## config.mk

```make
export PLATFORM = sky130hd
export DESIGN_NAME = sockit_spi_arb
export DESIGN_NICKNAME = d
export VERILOG_FILES = /design/src/rtl/sockit_spi_pkg.sv /design/src/rtl/sockit_spi_arb_tfifo.sv /design/src/rtl/sockit_spi_arb.sv
export SDC_FILE = /design/constraint.sdc
export NUM_CORES = 1
export LEC_CHECK = 0
export ABC_AREA = 1
export BUFFER_PORTS_ARGS = -buffer_cell sky130_fd_sc_hd__clkbuf_2
export CAP_MARGIN = 30
export CELL_PAD_IN_SITES_DETAIL_PLACEMENT = 1
export CELL_PAD_IN_SITES_GLOBAL_PLACEMENT = 1
export CORE_AREA = 2 2 106 128
export CTS_BUF_LIST = sky130_fd_sc_hd__clkbuf_4 sky130_fd_sc_hd__clkbuf_8 sky130_fd_sc_hd__clkbuf_16
export DETAILED_ROUTE_END_ITERATION = 6
export DIE_AREA = 0 0 108 130
export GPL_TIMING_DRIVEN = 0
export PLACE_DENSITY = 0.78
export SLEW_MARGIN = 10
export SYNTH_ARGS = -nofsm -noshare
export SYNTH_HDL_FRONTEND = slang
export SYNTH_SLANG_ARGS = --single-unit
```

## constraint.sdc

```tcl
create_clock -name ACLK -period 3.2 [get_ports ACLK]
set_clock_uncertainty 0.2 [all_clocks]
set_input_delay 0.48 -clock ACLK [delete_from_list [all_inputs] [get_ports ACLK]]
set_output_delay 0.48 -clock ACLK [all_outputs]
set_load 0.1 [all_outputs]
```

## src/rtl/sockit_spi_pkg.sv

```systemverilog
// Shared types for the SPI master: command word layout, arbiter tag and
// arbiter state encoding.
package sockit_spi_pkg;

  typedef struct packed {
    logic        lst;
    logic        wr;
    logic        rd;
    logic [12:0] arg;
  } cmd_t;

  typedef logic arb_tag_t;

  typedef enum logic [1:0] {
    ARB_IDLE = 2'd0,
    ARB_GNT0 = 2'd1,
    ARB_GNT1 = 2'd2
  } arb_state_t;

  // Winner among requesting ports; with round-robin a tie goes to the port
  // that was not granted last.
  function automatic arb_tag_t arb_pick(input logic rr, input arb_tag_t last,
                                        input logic v0, input logic v1);
    if (v0 && v1) return rr ? arb_tag_t'(~last) : arb_tag_t'(1'b0);
    return v0 ? arb_tag_t'(1'b0) : arb_tag_t'(1'b1);
  endfunction

endpackage

```

## src/rtl/sockit_spi_arb_tfifo.sv

```systemverilog
// Synchronous tag FIFO; records which port owns each outstanding data word.
module sockit_spi_arb_tfifo #(
  parameter int unsigned DEP = 4,
  parameter int unsigned TW  = 1
) (
  input  logic          clk,
  input  logic          rst_n,
  input  logic          push,
  input  logic          pop,
  input  logic [TW-1:0] din,
  output logic          full,
  output logic          empty,
  output logic [TW-1:0] head
);

  localparam int unsigned AW = (DEP > 1) ? $clog2(DEP) : 1;
  localparam int unsigned CW = $clog2(DEP + 1);

  logic [TW-1:0] mem [DEP];
  logic [AW-1:0] wptr;
  logic [AW-1:0] rptr;
  logic [CW-1:0] cnt;
  logic          do_pop;
  logic          do_push;

  // A pop frees its slot before the push in the same cycle claims one.
  assign do_pop  = pop && !empty;
  assign do_push = push && (!full || do_pop);
  assign full    = (cnt == CW'(DEP));
  assign empty   = (cnt == '0);
  assign head    = mem[rptr];

  always_ff @(posedge clk or negedge rst_n) begin
    if (!rst_n) begin
      wptr <= '0;
      rptr <= '0;
      cnt  <= '0;
    end else begin
      if (do_push) wptr <= wptr + 1'b1;
      if (do_pop)  rptr <= rptr + 1'b1;
      if (do_push != do_pop) cnt <= do_push ? cnt + 1'b1 : cnt - 1'b1;
    end
  end

  always_ff @(posedge clk) begin
    if (do_push) mem[wptr] <= din;
  end

endmodule

```

## src/rtl/sockit_spi_arb.sv

```systemverilog
// Two-port arbiter in front of the CDC stage: holds grants for whole SPI
// transactions and routes write/read data by per-command source tags.
module sockit_spi_arb
  import sockit_spi_pkg::*;
#(
  parameter int unsigned DW  = 32,
  parameter int unsigned DEP = 4,
  parameter logic        RR  = 1'b1
) (
  input  logic          ACLK,
  input  logic          ARESETn,
  input  logic          scw0_vld,
  output logic          scw0_rdy,
  input  cmd_t          scw0_dat,
  input  logic          scw1_vld,
  output logic          scw1_rdy,
  input  cmd_t          scw1_dat,
  output logic          scwo_vld,
  input  logic          scwo_rdy,
  output cmd_t          scwo_dat,
  input  logic          sdw0_vld,
  output logic          sdw0_rdy,
  input  logic [DW-1:0] sdw0_dat,
  input  logic          sdw1_vld,
  output logic          sdw1_rdy,
  input  logic [DW-1:0] sdw1_dat,
  output logic          sdwo_vld,
  input  logic          sdwo_rdy,
  output logic [DW-1:0] sdwo_dat,
  input  logic          sdri_vld,
  output logic          sdri_rdy,
  input  logic [DW-1:0] sdri_dat,
  output logic          sdr0_vld,
  input  logic          sdr0_rdy,
  output logic [DW-1:0] sdr0_dat,
  output logic          sdr1_vld,
  input  logic          sdr1_rdy,
  output logic [DW-1:0] sdr1_dat,
  output logic [1:0]    gnt,
  output logic          err,
  input  logic          err_clr
);

  arb_state_t state, state_nxt;
  arb_tag_t   last, last_nxt;
  arb_tag_t   tag, whead, rhead;
  cmd_t       cur;
  logic       cur_vld, stall;
  logic       wpush, wpop, wfull, wempty;
  logic       rpush, rpop, rfull, rempty;
  logic       spur;

  always_ff @(posedge ACLK or negedge ARESETn) begin
    if (!ARESETn) begin
      state <= ARB_IDLE;
      last  <= 1'b1;
    end else begin
      state <= state_nxt;
      last  <= last_nxt;
    end
  end

  // Stall looks only at the registered full flag, so a read word popped this
  // cycle releases a stalled command one cycle later.
  always_comb begin
    state_nxt = state;
    last_nxt  = last;
    tag       = 1'b0;
    cur       = '0;
    cur_vld   = 1'b0;
    stall     = 1'b0;
    gnt       = '0;
    scw0_rdy  = 1'b0;
    scw1_rdy  = 1'b0;
    scwo_vld  = 1'b0;
    scwo_dat  = '0;
    wpush     = 1'b0;
    rpush     = 1'b0;
    case (state)
      ARB_IDLE: begin
        if (scw0_vld || scw1_vld)
          state_nxt = arb_pick(RR, last, scw0_vld, scw1_vld) ? ARB_GNT1 : ARB_GNT0;
      end
      ARB_GNT0, ARB_GNT1: begin
        tag      = (state == ARB_GNT1);
        cur      = tag ? scw1_dat : scw0_dat;
        cur_vld  = tag ? scw1_vld : scw0_vld;
        stall    = (cur.wr && wfull) || (cur.rd && rfull);
        gnt      = tag ? 2'b10 : 2'b01;
        scwo_vld = cur_vld && !stall;
        scwo_dat = cur;
        scw0_rdy = !tag && scwo_rdy && !stall;
        scw1_rdy = tag && scwo_rdy && !stall;
        if (scwo_vld && scwo_rdy) begin
          wpush = cur.wr;
          rpush = cur.rd;
          if (cur.lst) begin
            state_nxt = ARB_IDLE;
            last_nxt  = tag;
          end
        end
      end
      default: state_nxt = ARB_IDLE;
    endcase
  end

  always_comb begin
    sdwo_vld = 1'b0;
    sdwo_dat = '0;
    sdw0_rdy = 1'b0;
    sdw1_rdy = 1'b0;
    if (!wempty) begin
      if (whead) begin
        sdwo_vld = sdw1_vld;
        sdwo_dat = sdw1_dat;
        sdw1_rdy = sdwo_rdy;
      end else begin
        sdwo_vld = sdw0_vld;
        sdwo_dat = sdw0_dat;
        sdw0_rdy = sdwo_rdy;
      end
    end
  end

  assign wpop = sdwo_vld && sdwo_rdy;

  // With no read tag queued every incoming word is accepted and dropped.
  always_comb begin
    sdr0_vld = 1'b0;
    sdr0_dat = '0;
    sdr1_vld = 1'b0;
    sdr1_dat = '0;
    sdri_rdy = 1'b0;
    if (rempty) begin
      sdri_rdy = sdri_vld;
    end else if (rhead) begin
      sdr1_vld = sdri_vld;
      sdr1_dat = sdri_dat;
      sdri_rdy = sdr1_rdy;
    end else begin
      sdr0_vld = sdri_vld;
      sdr0_dat = sdri_dat;
      sdri_rdy = sdr0_rdy;
    end
  end

  assign rpop = sdri_vld && sdri_rdy && !rempty;
  assign spur = sdri_vld && rempty;

  always_ff @(posedge ACLK or negedge ARESETn) begin
    if (!ARESETn)     err <= 1'b0;
    else if (spur)    err <= 1'b1;
    else if (err_clr) err <= 1'b0;
  end

  sockit_spi_arb_tfifo #(.DEP(DEP), .TW($bits(arb_tag_t))) u_wtag (
    .clk   (ACLK),
    .rst_n (ARESETn),
    .push  (wpush),
    .pop   (wpop),
    .din   (tag),
    .full  (wfull),
    .empty (wempty),
    .head  (whead)
  );

  sockit_spi_arb_tfifo #(.DEP(DEP), .TW($bits(arb_tag_t))) u_rtag (
    .clk   (ACLK),
    .rst_n (ARESETn),
    .push  (rpush),
    .pop   (rpop),
    .din   (tag),
    .full  (rfull),
    .empty (rempty),
    .head  (rhead)
  );

endmodule
```

==> results.py, run 1 <==
metrics = {
    "global_routing": {
        "track_usage_pct": 15.45,
        "grt_max_degree": 19,
        "grt_antenna_before_repair": 0,
        "grt_pass1_vias": 3964,
        "grt_pass1_wl_um": 18130,
        "grt.overflow.total": 0,
    },
    "critical_path": {
        "cp-end-kind": "output pin",
        "slowest_delay_ps": 470,
        "timing.rr.start": "state[0]",
        "crit_required_ps": 2520,
        "startpoint_type": "register",
        "startpoint": "state[0]",
        "crit_top_cell": "clkbuf_2",
        "path_class": "reg2out",
        "crit_path_top_delay_cell": "clkbuf_2",
        "r2r-end": "u_wtag.cnt[2]",
        "r2r_slack_ps": 350,
        "worstPathCellList": "inv_1 -> ha_1 -> clkinvlp_4 -> clkbuf_2 -> a21oi_2 -> clkbuf_2",
        "r2r_cells": 16,
        "critical_path.max_fanout": 10,
        "arrival_ps": 2380,
    },
    "floorplanning": {
        "die_w_um": 108,
        "dieArea_mm2": 0.01404,
        "start_util_pct": 22.27,
        "num_rows": 46,
        "die_h_um": 130,
        "ios": 264,
        "core-area_mm2": 0.01295,
    },
    "drt": {
        "dr.pass1.iters": 4,
        "antenna_left": 0,
        "vias": 4055,
        "drt_wl_total_um": 11610,
        "drt_iter0_markers": 144,
        "wl_per_cell_um": 12.64,
        "drcViolationCount": 0,
        "viasPerCell": 4.417,
    },
    "cells_and_area": {
        "stdcell_area_mm2": 0.004897,
        "diodes": 0,
        "fillers": 1775,
        "final_cell_mix": "clkbuf_2 (248), nand2_1 (143), inv_1 (78), a21oi_2 (42), nor3_1 (36)",
        "syn2layout_area_growth_pct": 69.80,
        "layout.nets": 904,
        "final_common_cell": "clkbuf_2",
        "drive_gt1_share_pct": 50.13,
    },
    "yosys": {
        "syn_nets": 636,
        "synth-seq-cells": 26,
        "synthesis.instances": 483,
        "syn_area_mm2": 0.002884,
        "synth.avg_cell_area_um2": 5.971,
        "yosys_warnings": 0,
        "yosys.cell_types.count": 33,
        "ys_seq_area_share_pct": 23.99,
    },
    "timing": {
        "setup_violations": 0,
        "worstMarginPinSlew_ps": 724.3,
        "fin_crit_ps": 3057,
        "relSlewSlack_pct": 51.71,
        "finalCritPeriodShare_pct": 95.52,
        "slew_violations": 0,
        "finalHoldViolCount": 0,
        "fmax_mhz": 327.2,
        "rsz0062_at_grt": "false",
    },
    "placement": {
        "hpwl_um": 9936,
        "gp_congestion": 0.7377,
        "io_buffers": 262,
        "dpl_cell_area_mm2": 0.004745,
    },
    "outcome": {
        "status": "complete, no violations",
    },
    "hold_path": {
        "hold_depth": 2,
        "min_to": "err",
        "hold_start": "err_clr",
        "min_path_type": "in2reg",
    },
    "cts": {
        "cts-buffers-inserted": 3,
        "cts_htree_levels": 1,
        "root_buffer": "clkbuf_16",
        "clock_latency_ps": 260,
        "cts_setup_buffers": 0,
        "cts_tree": "done",
        "path_clk_slew_ps": 70,
        "cts.sinks": 26,
        "cts.path.max_buffers": 2,
    },
    "run": {
        "drv_cap": 0,
    },
}
-- layer usage --
| metal | track usage (%) | vias to the layer above | part of all wire, % |
|---|---|---|---|
| met5 | 0 | - | 0 |
| met2 | 29.89 | 132 | 53 |
| met1 | 17.63 | 1864 | 39 |
| met3 | 2.897 | 8 | 7.0 |
| li1 | - | 2051 | - |
| met4 | 2.866 | 0 | 0.84 |
-- worst max-delay path by stage --
stage | slack [ps] | cells past startpoint | to
after floorplan | -610 | 6 | sdr0_dat[11]
after CTS | 3 | 7 | scwo_dat[12]
after global placement | 50 | 7 | scwo_dat[0]
after global routing | 3 | 8 | sdwo_dat[23]
final | 140 | 6 | scwo_dat[1]
after detailed placement | 40 | 7 | scwo_dat[0]
-- repair_timing --
action / 4_1_cts / 5_1_grt
gates resized for setup: 7 / 35
cloned: 0 / 0
endpoints found under the hold margin: 7 / 0
hold buffers: 1 / 0
endpoints found under the setup margin: 13 / 52
-- state kept, by name, indices dropped and copies added (netlist names) --
| name | cells |
|---|---|
| u_rtag.cnt | 3 |
| err | 1 |
| u_wtag.mem | 4 |
| state | 2 |
| u_wtag.cnt | 3 |
| u_rtag.mem | 4 |
| u_wtag.wptr | 2 |
| u_wtag.rptr | 2 |
| u_rtag.wptr | 2 |
| last | 1 |
| u_rtag.rptr | 2 |
-- worst max-delay path, delay by kind of cell (launching register included) --
| kind | cells | cell delay [ps] |
|---|---|---|
| AOI/OAI and AO/OA | 1 | 160 |
| buffers and inverters | 4 | 1230 |
| DFF | 1 | 390 |
| adders and majority gates | 1 | 340 |
-- kinds of logic after synthesis --
kind of cell / after synthesis / synth area share [%]
compound gates: 56 / 9.848
xor+xnor: 7 / 2.126
fa+ha+maj: 13 / 5.900
buf+inv: 110 / 14.88
flops: 26 / 23.99
mux: 1 / 0.3471
simple gates: 270 / 42.91
-- cell type report --
cell class	count	area, um2	area share (%)
Multi-Input combinational cell	347	2115	43.18
Timing Repair Buffer	263	1351	27.59
Sequential cell	26	691.9	14.13
Inverter	82	311.5	6.362
Tap cell	168	210.2	4.292
Buffer	28	128.9	2.632
Clock buffer	4	88.84	1.814
-- synthesized netlist by cell type --
library cell / count / area, um2
a21oi_1: 45 / 225.2
buf_1: 2 / 7.510
buf_2: 3 / 15.01
buf_4: 1 / 7.510
buf_6: 1 / 11.26
clkbuf_1: 20 / 75.07
clkbuf_2: 1 / 5.000
clkinv_1: 2 / 7.510
dfrtp_1: 17 / 425.4
dfstp_2: 1 / 26.28
edfxtp_1: 8 / 240.2
fa_1: 1 / 20.02
ha_1: 12 / 150.1
inv_1: 78 / 292.8
inv_2: 2 / 7.510
mux2i_1: 1 / 10.01
nand2_1: 143 / 536.8
nand2_2: 3 / 18.77
nand2_4: 2 / 22.52
nand3_1: 16 / 80.08
nand3_4: 1 / 17.52
nand3b_1: 2 / 15.01
nand4_1: 3 / 18.77
nand4_2: 1 / 12.51
nand4_4: 1 / 21.27
nor2_1: 20 / 75.07
nor2_2: 3 / 18.77
nor2_4: 4 / 45.04
nor3_1: 71 / 355.3
o21ai_0: 8 / 40.04
o21ai_1: 2 / 10.01
o21ai_2: 1 / 8.760
xor2_1: 7 / 61.31
-- stage by stage --
step	hold WS [ps]	instances	TNS, ps	setup WS, ps	util, %
global route	227.8	918	0	3.344	37.82
global placement	280.1	913	0	50.63	36.64
CTS	204.8	918	0	2.843	37.53
floorplan	-15.59	483	-20940	-610.0	-
finish	206.6	918	0	143.4	37.82
detailed placement	278.0	913	0	43.29	36.64
Power of run 1 is not shown: default switching activity piles up to over one toggle a cycle in this logic, so the estimate is an artifact.
==> inputs of run 2 (changes only) <==
--- a/config.mk
+++ b/config.mk
@@ -10,13 +10,14 @@
 export CAP_MARGIN = 30
 export CELL_PAD_IN_SITES_DETAIL_PLACEMENT = 1
 export CELL_PAD_IN_SITES_GLOBAL_PLACEMENT = 1
-export CORE_AREA = 2 2 106 128
+export CORE_AREA = 2 2 103 125
 export CTS_BUF_LIST = sky130_fd_sc_hd__clkbuf_4 sky130_fd_sc_hd__clkbuf_8 sky130_fd_sc_hd__clkbuf_16
 export DETAILED_ROUTE_END_ITERATION = 6
-export DIE_AREA = 0 0 108 130
+export DIE_AREA = 0 0 105 127
 export GPL_TIMING_DRIVEN = 0
-export PLACE_DENSITY = 0.78
+export PLACE_DENSITY = 0.87
 export SLEW_MARGIN = 10
 export SYNTH_ARGS = -nofsm -noshare
 export SYNTH_HDL_FRONTEND = slang
+export SYNTH_HIERARCHICAL = 1
 export SYNTH_SLANG_ARGS = --single-unit
==> results.py, run 2 <==
metrics = {
    "yosys": {
        "synth.top_cell.area_share_pct": 16.31,
        "synth.most_common_cell": "nor2_1",
        "synthesis.instances": 399,
        "synth.avg_cell_area_um2": 6.538,
        "synth-seq-cells": 26,
        "syn_area_mm2": 0.002609,
        "synth_common_cells": "nor2_1 (94), inv_1 (77), nand2_1 (67), a22o_1 (32)",
        "synth_top_cell_by_area": "dfrtp_1",
        "syn_nets": 552,
        "yosys_warnings": 6,
        "yosys.cell_types.count": 30,
        "async_flop_share_pct": 69.23,
        "yosys-top-cells-area": "dfrtp_1 (16%), nor2_1 (14%), inv_1 (11%)",
        "synth_flop_cell": "dfrtp_1",
        "synth_edf_count": 8,
        "ys_seq_area_share_pct": 26.52,
    },
    "global_routing": {
        "grt.overflow.total": 0,
        "track_usage_pct": 14.25,
        "grt_antenna_before_repair": 0,
        "grt_pass1_vias": 3488,
        "grt_pass1_wl_um": 16050,
        "grt_max_degree": 19,
    },
    "critical_path": {
        "r2r-end": "u_wtag/cnt[2]",
        "path_class": "reg2out",
        "critical_path.max_fanout": 10,
        "endpoint": "sdwo_dat[1]",
        "startpoint": "u_wtag/rptr[0]",
        "startpoint_type": "register",
        "arrival_ps": 2310,
        "crit_required_ps": 2520,
        "r2r_slack_ps": 250,
        "cp-end-kind": "output pin",
        "r2r_cells": 15,
        "timing.rr.start": "state[0]",
    },
    "floorplanning": {
        "die_w_um": 105,
        "num_rows": 44,
        "ios": 264,
        "dieArea_mm2": 0.01334,
        "start_util_pct": 21.74,
        "core-area_mm2": 0.01200,
        "die_h_um": 127,
    },
    "run": {
        "drv_cap": 0,
    },
    "timing": {
        "slew_violations": 0,
        "finalCritPeriodShare_pct": 93.42,
        "relSlewSlack_pct": 59.61,
        "finalHoldViolCount": 0,
        "rsz0062_at_grt": "false",
        "worstMarginPinSlew_ps": 605.9,
        "fmax_mhz": 334.5,
        "setup_violations": 0,
        "fin_crit_ps": 2989,
        "tns_ps": 0,
    },
    "cts": {
        "cts.sinks": 26,
        "path_clk_slew_ps": 70,
        "cts_htree_levels": 1,
        "root_buffer": "clkbuf_16",
        "cts_tree": "done",
        "clock_latency_ps": 260,
        "cts-buffers-inserted": 3,
        "cts.path.max_buffers": 2,
    },
    "drt": {
        "dr.pass1.iters": 4,
        "drt_wl_total_um": 10410,
        "drt_iter0_markers": 135,
        "vias": 3578,
        "wl_per_cell_um": 12.58,
        "antenna_left": 0,
        "viasPerCell": 4.321,
        "drcViolationCount": 0,
    },
    "cells_and_area": {
        "drive_gt1_share_pct": 47.38,
        "reg_top3": "u_rtag/mem x4, u_wtag/mem x4",
        "diodes": 0,
        "final_common_cell": "clkbuf_2",
        "syn2layout_area_growth_pct": 67.29,
        "layout.nets": 821,
        "final_cell_mix": "clkbuf_2 (224), nor2_1 (93), inv_1 (77), nand2_1 (67), a22o_1 (32)",
    },
    "outcome": {
        "status": "complete, no violations",
    },
    "hold_path": {
        "min_path_type": "in2reg",
    },
    "placement": {
        "io_buffers": 263,
        "gp_congestion": 0.7494,
        "hpwl_um": 9012,
    },
}
run 2: changes by cell type after synthesis, sizes merged, moves of 8 or more:
cell / change
nand2: -72
nor2: +72
nor3: -65
a22o: +32
a21oi: -28
clkbuf: -18
buf: +8
o21ai: -8
run 2: timing repair:
| action | in CTS | in global routing |
|---|---|---|
| setup buffers | 0 | 0 |
| setup endpoints to repair | 8 | 58 |
| pin swaps | 0 | 0 |
| hold endpoints to repair | 17 | 0 |
| hold buffers | 1 | 0 |
| gates resized for setup | 8 | 51 |
run 2: how the worst min path moves through the flow:
stage / from / to / slack [ps] / depth (start not counted)
2_1_floorplan: ARESETn / err / -20 / 0
3_3_place_gp: ARESETn / u_wtag/cnt[2] / 260 / 1
3_5_place_dp: ARESETn / u_wtag/cnt[2] / 270 / 1
6_report: err_clr / err / 210 / 2
4_1_cts: err_clr / err / 210 / 2
5_1_grt: err_clr / err / 230 / 2
run 2: layout make-up:
type	count	area [um2]
fillers	1640	7637
multi-input cells	277	1609
repair buffers	264	1376
flip-flops and latches	26	691.9
inverters	78	292.8
well taps	161	201.4
plain buffers	18	87.58
clock buffers	3	75.07
clock inverters	1	30.03
run 2: logic make-up after synthesis:
| logic type | after synthesis | share of synthesized area [%] |
|---|---|---|
| AND/OR/NAND/NOR | 201 | 33.57 |
| buffers and inverters | 96 | 14.58 |
| AO/OA/AOI/OAI | 56 | 15.97 |
| flip-flops | 26 | 26.52 |
| adder cells (fa/ha/maj) | 13 | 6.811 |
| XOR/XNOR | 6 | 2.014 |
| multiplexers | 1 | 0.5275 |
run 2: per-stage QoR:
stage / setup slack, ps / util, % / hold WS, ps / instance area (um2) / cells
2_1_floorplan: -722.8 / - / -15.59 / 2653 / 399
3_3_place_gp: -134.9 / 34.75 / 261.7 / 4170 / 823
3_5_place_dp: -213.2 / 34.75 / 265.0 / 4170 / 823
4_1_cts: 3.361 / 35.92 / 208.9 / 4310 / 828
5_1_grt: 0.9721 / 36.36 / 225.3 / 4364 / 828
6_report: 210.7 / 36.36 / 207.7 / 4364 / 828
run 2: metal layers:
layer | part of all wire [%] | up-vias | track usage [%]
li1 | - | 1777 | -
met4 | 1.8 | 0 | 4.157
met2 | 55 | 164 | 29.26
met3 | 7.0 | 14 | 2.245
met1 | 37 | 1623 | 14.52
met5 | 0 | - | 0
run 2: worst max-delay path: stages, from the launching register on:
cell and delay [ps]:
dfrtp_1 410, inv_1 110, nand2_1 80, a32oi_2 240, inv_1 110, nor2_2 220
buf_2 270, a22o_1 160, clkbuf_2 450
Power of run 2 is left out for the same reason.
